<file path="src/rtl/hazard_fwd_unit_pkg.sv">
// Shared definitions for the hazard / forwarding unit.
//   fsm_state_e   : load-use sequencing state
//   REG_IDX_W     : architectural register index width
//   OPC_*         : major opcodes used by the pipeline stages to derive we / is_load
package hazard_fwd_unit_pkg;

    typedef enum logic [0:0] {
        ST_RUN     = 1'b0,
        ST_LU_WAIT = 1'b1
    } fsm_state_e;

    localparam int REG_IDX_W = 5;

    localparam logic [6:0] OPC_LOAD   = 7'b0000011;
    localparam logic [6:0] OPC_STORE  = 7'b0100011;
    localparam logic [6:0] OPC_BRANCH = 7'b1100011;
    localparam logic [6:0] OPC_OP     = 7'b0110011;
    localparam logic [6:0] OPC_OP_IMM = 7'b0010011;
    localparam logic [6:0] OPC_LUI    = 7'b0110111;
    localparam logic [6:0] OPC_AUIPC  = 7'b0010111;
    localparam logic [6:0] OPC_JAL    = 7'b1101111;
    localparam logic [6:0] OPC_JALR   = 7'b1100111;

    function automatic logic opc_writes_rd(input logic [6:0] opc);
        return (opc != OPC_STORE) && (opc != OPC_BRANCH);
    endfunction

    function automatic logic opc_is_load(input logic [6:0] opc);
        return opc == OPC_LOAD;
    endfunction

endpackage

</file>
<file path="src/rtl/hazard_fwd_unit_fwd_mux_slot.sv">
// Per-source-operand forwarding slot.
// Purpose: match one decode source index against the exe and acc writers,
// select the youngest valid producer, and flag a load-use hazard.
// Ports:
//   de_valid_i, rs_i, rf_data_i          decode source and register-file data
//   exe_*_i, acc_*_i                     writer stage status, index and data
//   acc_dvld_i                           load data present on acc_data_i
//   fwd_data_o                           selected operand
//   hazard_o                             this slot must stall
//   exe_lu_hit_o                         hazard is caused by a load in exe
module fwd_mux_slot
    import hazard_fwd_unit_pkg::*;
#(
    parameter int XLEN = 32
) (
    input  logic                 de_valid_i,
    input  logic [REG_IDX_W-1:0] rs_i,
    input  logic [XLEN-1:0]      rf_data_i,
    input  logic                 exe_valid_i,
    input  logic                 exe_we_i,
    input  logic                 exe_is_load_i,
    input  logic [REG_IDX_W-1:0] exe_rd_i,
    input  logic [XLEN-1:0]      exe_data_i,
    input  logic                 acc_valid_i,
    input  logic                 acc_we_i,
    input  logic                 acc_is_load_i,
    input  logic [REG_IDX_W-1:0] acc_rd_i,
    input  logic [XLEN-1:0]      acc_data_i,
    input  logic                 acc_dvld_i,
    output logic [XLEN-1:0]      fwd_data_o,
    output logic                 hazard_o,
    output logic                 exe_lu_hit_o
);

    logic rs_nz;
    logic match_exe;
    logic match_acc;

    // x0 is hard-wired zero, so it never matches a writer.
    assign rs_nz     = (rs_i != '0);
    assign match_exe = exe_valid_i && exe_we_i && (exe_rd_i == rs_i) && rs_nz;
    assign match_acc = acc_valid_i && acc_we_i && (acc_rd_i == rs_i) && rs_nz;

    assign exe_lu_hit_o = de_valid_i && match_exe && exe_is_load_i;

    // An acc load still waiting for dmem only matters if exe does not shadow it.
    assign hazard_o = exe_lu_hit_o ||
                      (de_valid_i && match_acc && acc_is_load_i && !acc_dvld_i && !match_exe);

    always_comb begin
        fwd_data_o = rf_data_i;
        if (match_exe && !exe_is_load_i) begin
            fwd_data_o = exe_data_i;
        end else if (match_acc) begin
            fwd_data_o = acc_data_i;
        end
    end

endmodule

</file>
<file path="src/rtl/hazard_fwd_unit.sv">
// Hazard detection and operand forwarding for the decode -> execute boundary.
// Purpose: forward exe/acc results into the execute operand register, stall
// decode on load-use hazards, and count stalled cycles.
// Ports:
//   clk, rst (async, active-low), flush
//   de_valid, de_rs, de_rf_data           decode sources
//   exe_*, acc_*, acc_dvld                writer stages
//   stall                                  combinational freeze of PC / decode
//   op_q, op_vld_q                         registered execute operands / valid
//   stall_cnt                              saturating stalled-cycle count
//
// state    | meaning
// ST_RUN     | no load-use hazard outstanding
// ST_LU_WAIT | stalled behind a load that was in exe, waiting for its data
module hazard_fwd_unit
    import hazard_fwd_unit_pkg::*;
#(
    parameter int XLEN = 32,
    parameter int NSRC = 2,
    parameter int CNTW = 16
) (
    input  logic                     clk,
    input  logic                     rst,
    input  logic                     flush,
    input  logic                     de_valid,
    input  logic [NSRC*REG_IDX_W-1:0] de_rs,
    input  logic [NSRC*XLEN-1:0]     de_rf_data,
    input  logic                     exe_valid,
    input  logic                     exe_we,
    input  logic                     exe_is_load,
    input  logic [REG_IDX_W-1:0]     exe_rd,
    input  logic [XLEN-1:0]          exe_data,
    input  logic                     acc_valid,
    input  logic                     acc_we,
    input  logic                     acc_is_load,
    input  logic [REG_IDX_W-1:0]     acc_rd,
    input  logic [XLEN-1:0]          acc_data,
    input  logic                     acc_dvld,
    output logic                     stall,
    output logic [NSRC*XLEN-1:0]     op_q,
    output logic                     op_vld_q,
    output logic [CNTW-1:0]          stall_cnt
);

    logic [NSRC*XLEN-1:0] fwd_ops;
    logic [NSRC-1:0]      slot_hazard;
    logic [NSRC-1:0]      slot_exe_lu;
    logic                 exe_lu;

    fsm_state_e state_q, state_d;

    logic [NSRC*XLEN-1:0] op_d;
    logic                 op_vld_d;
    logic [CNTW-1:0]      stall_cnt_d;

    for (genvar i = 0; i < NSRC; i++) begin : g_slot
        fwd_mux_slot #(.XLEN(XLEN)) u_slot (
            .de_valid_i    (de_valid),
            .rs_i          (de_rs[i*REG_IDX_W +: REG_IDX_W]),
            .rf_data_i     (de_rf_data[i*XLEN +: XLEN]),
            .exe_valid_i   (exe_valid),
            .exe_we_i      (exe_we),
            .exe_is_load_i (exe_is_load),
            .exe_rd_i      (exe_rd),
            .exe_data_i    (exe_data),
            .acc_valid_i   (acc_valid),
            .acc_we_i      (acc_we),
            .acc_is_load_i (acc_is_load),
            .acc_rd_i      (acc_rd),
            .acc_data_i    (acc_data),
            .acc_dvld_i    (acc_dvld),
            .fwd_data_o    (fwd_ops[i*XLEN +: XLEN]),
            .hazard_o      (slot_hazard[i]),
            .exe_lu_hit_o  (slot_exe_lu[i])
        );
    end

    // Gated by rst so every output reads zero while reset is held.
    assign stall  = (|slot_hazard) && !flush && rst;
    assign exe_lu = |slot_exe_lu;

    always_comb begin
        state_d     = state_q;
        op_d        = op_q;
        op_vld_d    = 1'b0;
        stall_cnt_d = stall_cnt;

        unique case (state_q)
            ST_RUN:     if (stall && exe_lu) state_d = ST_LU_WAIT;
            ST_LU_WAIT: if (!stall)          state_d = ST_RUN;
            default:                         state_d = ST_RUN;
        endcase
        if (flush) state_d = ST_RUN;

        if (!flush && !stall) begin
            op_d     = fwd_ops;
            op_vld_d = de_valid;
        end

        if (stall && (stall_cnt != {CNTW{1'b1}})) begin
            stall_cnt_d = stall_cnt + 1'b1;
        end
    end

    always_ff @(posedge clk or negedge rst) begin
        if (!rst) begin
            state_q   <= ST_RUN;
            op_q      <= '0;
            op_vld_q  <= 1'b0;
            stall_cnt <= '0;
        end else begin
            state_q   <= state_d;
            op_q      <= op_d;
            op_vld_q  <= op_vld_d;
            stall_cnt <= stall_cnt_d;
        end
    end

endmodule

</file>
<file path="config.mk">
export PLATFORM = sky130hd
export DESIGN_NAME = hazard_fwd_unit
export DESIGN_NICKNAME = d
export VERILOG_FILES = /design/src/rtl/hazard_fwd_unit_pkg.sv /design/src/rtl/hazard_fwd_unit_fwd_mux_slot.sv /design/src/rtl/hazard_fwd_unit.sv
export SDC_FILE = /design/constraint.sdc
export NUM_CORES = 1
export LEC_CHECK = 0
export CAP_MARGIN = 20
export CORE_MARGIN = 3
export CORE_UTILIZATION = 40
export CTS_BUF_LIST = sky130_fd_sc_hd__clkbuf_16
export DETAILED_ROUTE_END_ITERATION = 8
export PLACE_DENSITY = 0.79
export SETUP_SLACK_MARGIN = 0.4
export SYNTH_ARGS = -nofsm -noshare
export SYNTH_HDL_FRONTEND = slang
export SYNTH_SLANG_ARGS = --single-unit
</file>
<file path="constraint.sdc">
create_clock -name clk -period 7.9 [get_ports clk]
set_input_delay 1.58 -clock clk [delete_from_list [all_inputs] [get_ports clk]]
set_output_delay 1.58 -clock clk [all_outputs]
set_load 0.01 [all_outputs]
</file>
==> results.md <==
* Post-synthesis compound-gate area fraction at 10.2%
* Top FF cell, synth: dfrtp_1
* Leakage at 2.87 nW
* CTS Root Cell: clkbuf_16
* Buffers plus inverters on the worst setup path at 3
* Fill count at 992
* Fmax at 161 MHz
* Post-synth top cells: dfrtp_1 (81), nand2_1 (70), mux2i_1 (65), o21ai_0 (65), mux2_1 (51)
* Final GP Congestion at 0.965
* RSZ-0062 raised after global routing: false
* Port buffer count at 240
* Total gr overflow at 0
* Total clock sinks at 81
* Top cell family by delay on the critical path: buffers and inverters
* Area growth from synthesis to layout at 55.0%
* First-pass DRT Iterations at 4
* Num ports at 241
* Crit end category: output pin
* Kind of path behind the tightest hold check: reg -> reg
* Setup CP Type: in -> out
* Chip height at 119 um
* R2R cell count at 6
* Mapped Nets at 665
* # resized after CTS at 0
* Mapped Area at 5090 um2
* Slowest CP cell: a22o_1
* Crit. path cell count at 9
* Max-slew violations at 0
* Slew HR at 51.3%
* Post-route cell area at 7890 um2
* Routed WL at 15,900 um
* Post-Synth Simple-Gate Area at 12.4%
* Nets at 894
* Iter 0 DRT Violations at 412
* Ys async rst share at 100%
* Post-route ant nets at 0
* Starting density of the core at 41.7%
* Synth area leaders: dfrtp_1 (40%), mux2i_1 (13%), mux2_1 (11%), o21ai_0 (6.4%), xnor2_1 (5.5%)
* Minimum clock period at 6.19 ns
* All-Layer GR Usage at 22.4%
* DIE WIDTH at 119 um
* CP required at 6.32 ns
* Vias in the first global route at 5,059
* Vias per std cell at 5.35
* Largest family of logic cells by synthesized area: multiplexers
* TNS Setup at 0 ns
* Worst Setup Start Kind: primary input
* EDFF count, synth at 0
* Worst Path Max Fanout at 33
* # setup viols final at 0
* Synth Area in XOR/XNOR at 5.50%
* Register Area at 2030 um2
* Wire per inst at 17.6 um
* Sequential area share after synthesis at 39.8%
* Rows at 40
* Antenna violations before repair at 0
* Synth top area share at 39.8%
* Clk_lat worst skew at 0.32 ns
* H-tree depth at 3
* Tightest Pin Transition at 0.726 ns
* DP Area at 7610 um2
* Critical path cell sequence: clkdlybuf4s50_1 -> xnor2_1 -> nand3_1 -> nor3_2 -> buf_4 -> a22o_1 -> a21oi_1 -> nor2_1 -> clkdlybuf4s50_1
* Synth area leader: dfrtp_1
* HPWL Detailed at 12,000 um
* Clock skew at 0.00248 ns
* Largest net degree at the start of global routing at 83
* Syn_area_per_cell at 10.1 um2
* Final Hold Fails at 0
* Pwr/cell area at 142 nW/um2
* First-pass GRT wire length at 25,700 um
* Mapped Cells at 505
* CTS tree: done
* Multi-input logic area at 2910 um2
* Antenna fix cells at 0
* Clock transition at path regs at 0.06 ns
* Layout cells sized above 1 at 5.96%
* Synth Area in Adders at 0.246%
* Clk buf depth at 2
* Yosys reg bits at 81
* Outcome: complete, no violations
* Peak supply drop at 120 uV
* CTS buffer count at 9
* CP max stage delay at 0.62 ns
* Ys Warns at 0
* Crit share post-route at 78.4%
* Max cap viols at 0
* Hold buffers post-CTS at 0
* Cell variety after synth at 39
* Via count at 4,847
* Die ar. at 14,100 um2
* Hold Path Depth at 1
* Post-route DRC at 0
* Cell with the most instances after synthesis: dfrtp_1
* CP most frequent cell: clkdlybuf4s50_1
* Post-synthesis mux area share at 28.2%
* Total core area at 12,200 um2
* Data arrival, critical path at 4.61 ns
* Setup Fix Bufs, Post-CTS at 0
* Hold Slack at 0.488 ns
-- cells in the final DEF (no fill, tap or decap), types with 3 or more instances in the layout --
master,count
clkinv_1,3
nor3_1,13
nand4_1,9
clkbuf_16,9
buf_4,8
mux2_1,51
and3_1,9
o21ai_0,65
mux2i_1,65
mux2_2,7
nor2_1,11
mux2_4,9
clkdlybuf4s50_1,239
inv_1,6
dfrtp_1,81
nand2_1,70
xnor2_1,32
a32oi_1,13
nand3_1,7
-- final cells by class --
cell class | count | area share (%)
Clock buffer | 9 | 2.85
Inverter | 5 | 0.238
Sequential cell | 81 | 25.7
Timing Repair Buffer | 248 | 31.4
Tap cell | 168 | 2.66
Clock inverter | 6 | 0.349
Multi-Input combinational cell | 389 | 36.8
-- state kept, by name, summed over array words and instances (netlist names) --
signal / cells
stall_cnt: 16
op_vld_q: 1
op_q: 64
-- layer usage --
layer,wire length (um),GRT usage [%],part of all wire (%)
met1,6480,26.9,41
met2,7980,38.8,50
met3,1190,5.98,7.5
met4,290,7.46,1.8
met5,0,0,0
-- where the power goes --
| group | internal (mW) | total [mW] | switching (mW) | leakage, nW |
|---|---|---|---|---|
| clock | 0.206 | 0.364 | 0.158 | 0.125 |
| sequential | 0.452 | 0.474 | 0.0215 | 0.980 |
| combinational | 0.180 | 0.287 | 0.107 | 1.77 |
| total | 0.838 | 1.12 | 0.286 | 2.87 |
-- logic make-up after synthesis --
family,Yosys count
xor gates and xnor gates,32
AOI/OAI and AO/OA,88
DFF,81
adders and majority gates,1
buffers and inverters,35
and+or+nand+nor,136
muxes,132
-- final timing paths --
path | startpoint | endpoint | slack, ns
hold reg to reg | op_q[36]$_DFFE_PN0P_ | op_q[36]$_DFFE_PN0P_ | 0.49
max in group asynchronous | rst | op_q[61]$_DFFE_PN0P_ | 6.11
setup reg to reg | stall_cnt[0]$_DFFE_PN0P_ | stall_cnt[1]$_DFFE_PN0P_ | 5.20
min in group asynchronous | rst | op_q[49]$_DFFE_PN0P_ | 1.20
hold / removal | op_q[36]$_DFFE_PN0P_ | op_q[36]$_DFFE_PN0P_ | 0.49
setup / recovery | de_rs[8] | stall | 1.71
-- stage by stage --
stage / setup WS, ns / util (%) / cells / total power, mW
floorplan: 3.10 / - / 505 / 0.574
global placement: 1.87 / 62.3 / 890 / 0.762
detailed placement: 1.73 / 62.3 / 890 / 0.767
CTS: 1.73 / 64.4 / 905 / 1.14
global route: 1.56 / 64.6 / 906 / 1.18
finish: 1.71 / 64.6 / 906 / 1.12
-- worst register-to-register path, delay by kind of cell, from the launching register on --
kind | cells | cell delay [ns]
AOI/OAI and AO/OA | 2 | 0.97
adders and majority gates | 1 | 0.34
DFF | 1 | 0.51
muxes | 1 | 0.37
and+or+nand+nor | 2 | 0.39
Power figures use the tool's default switching activity.
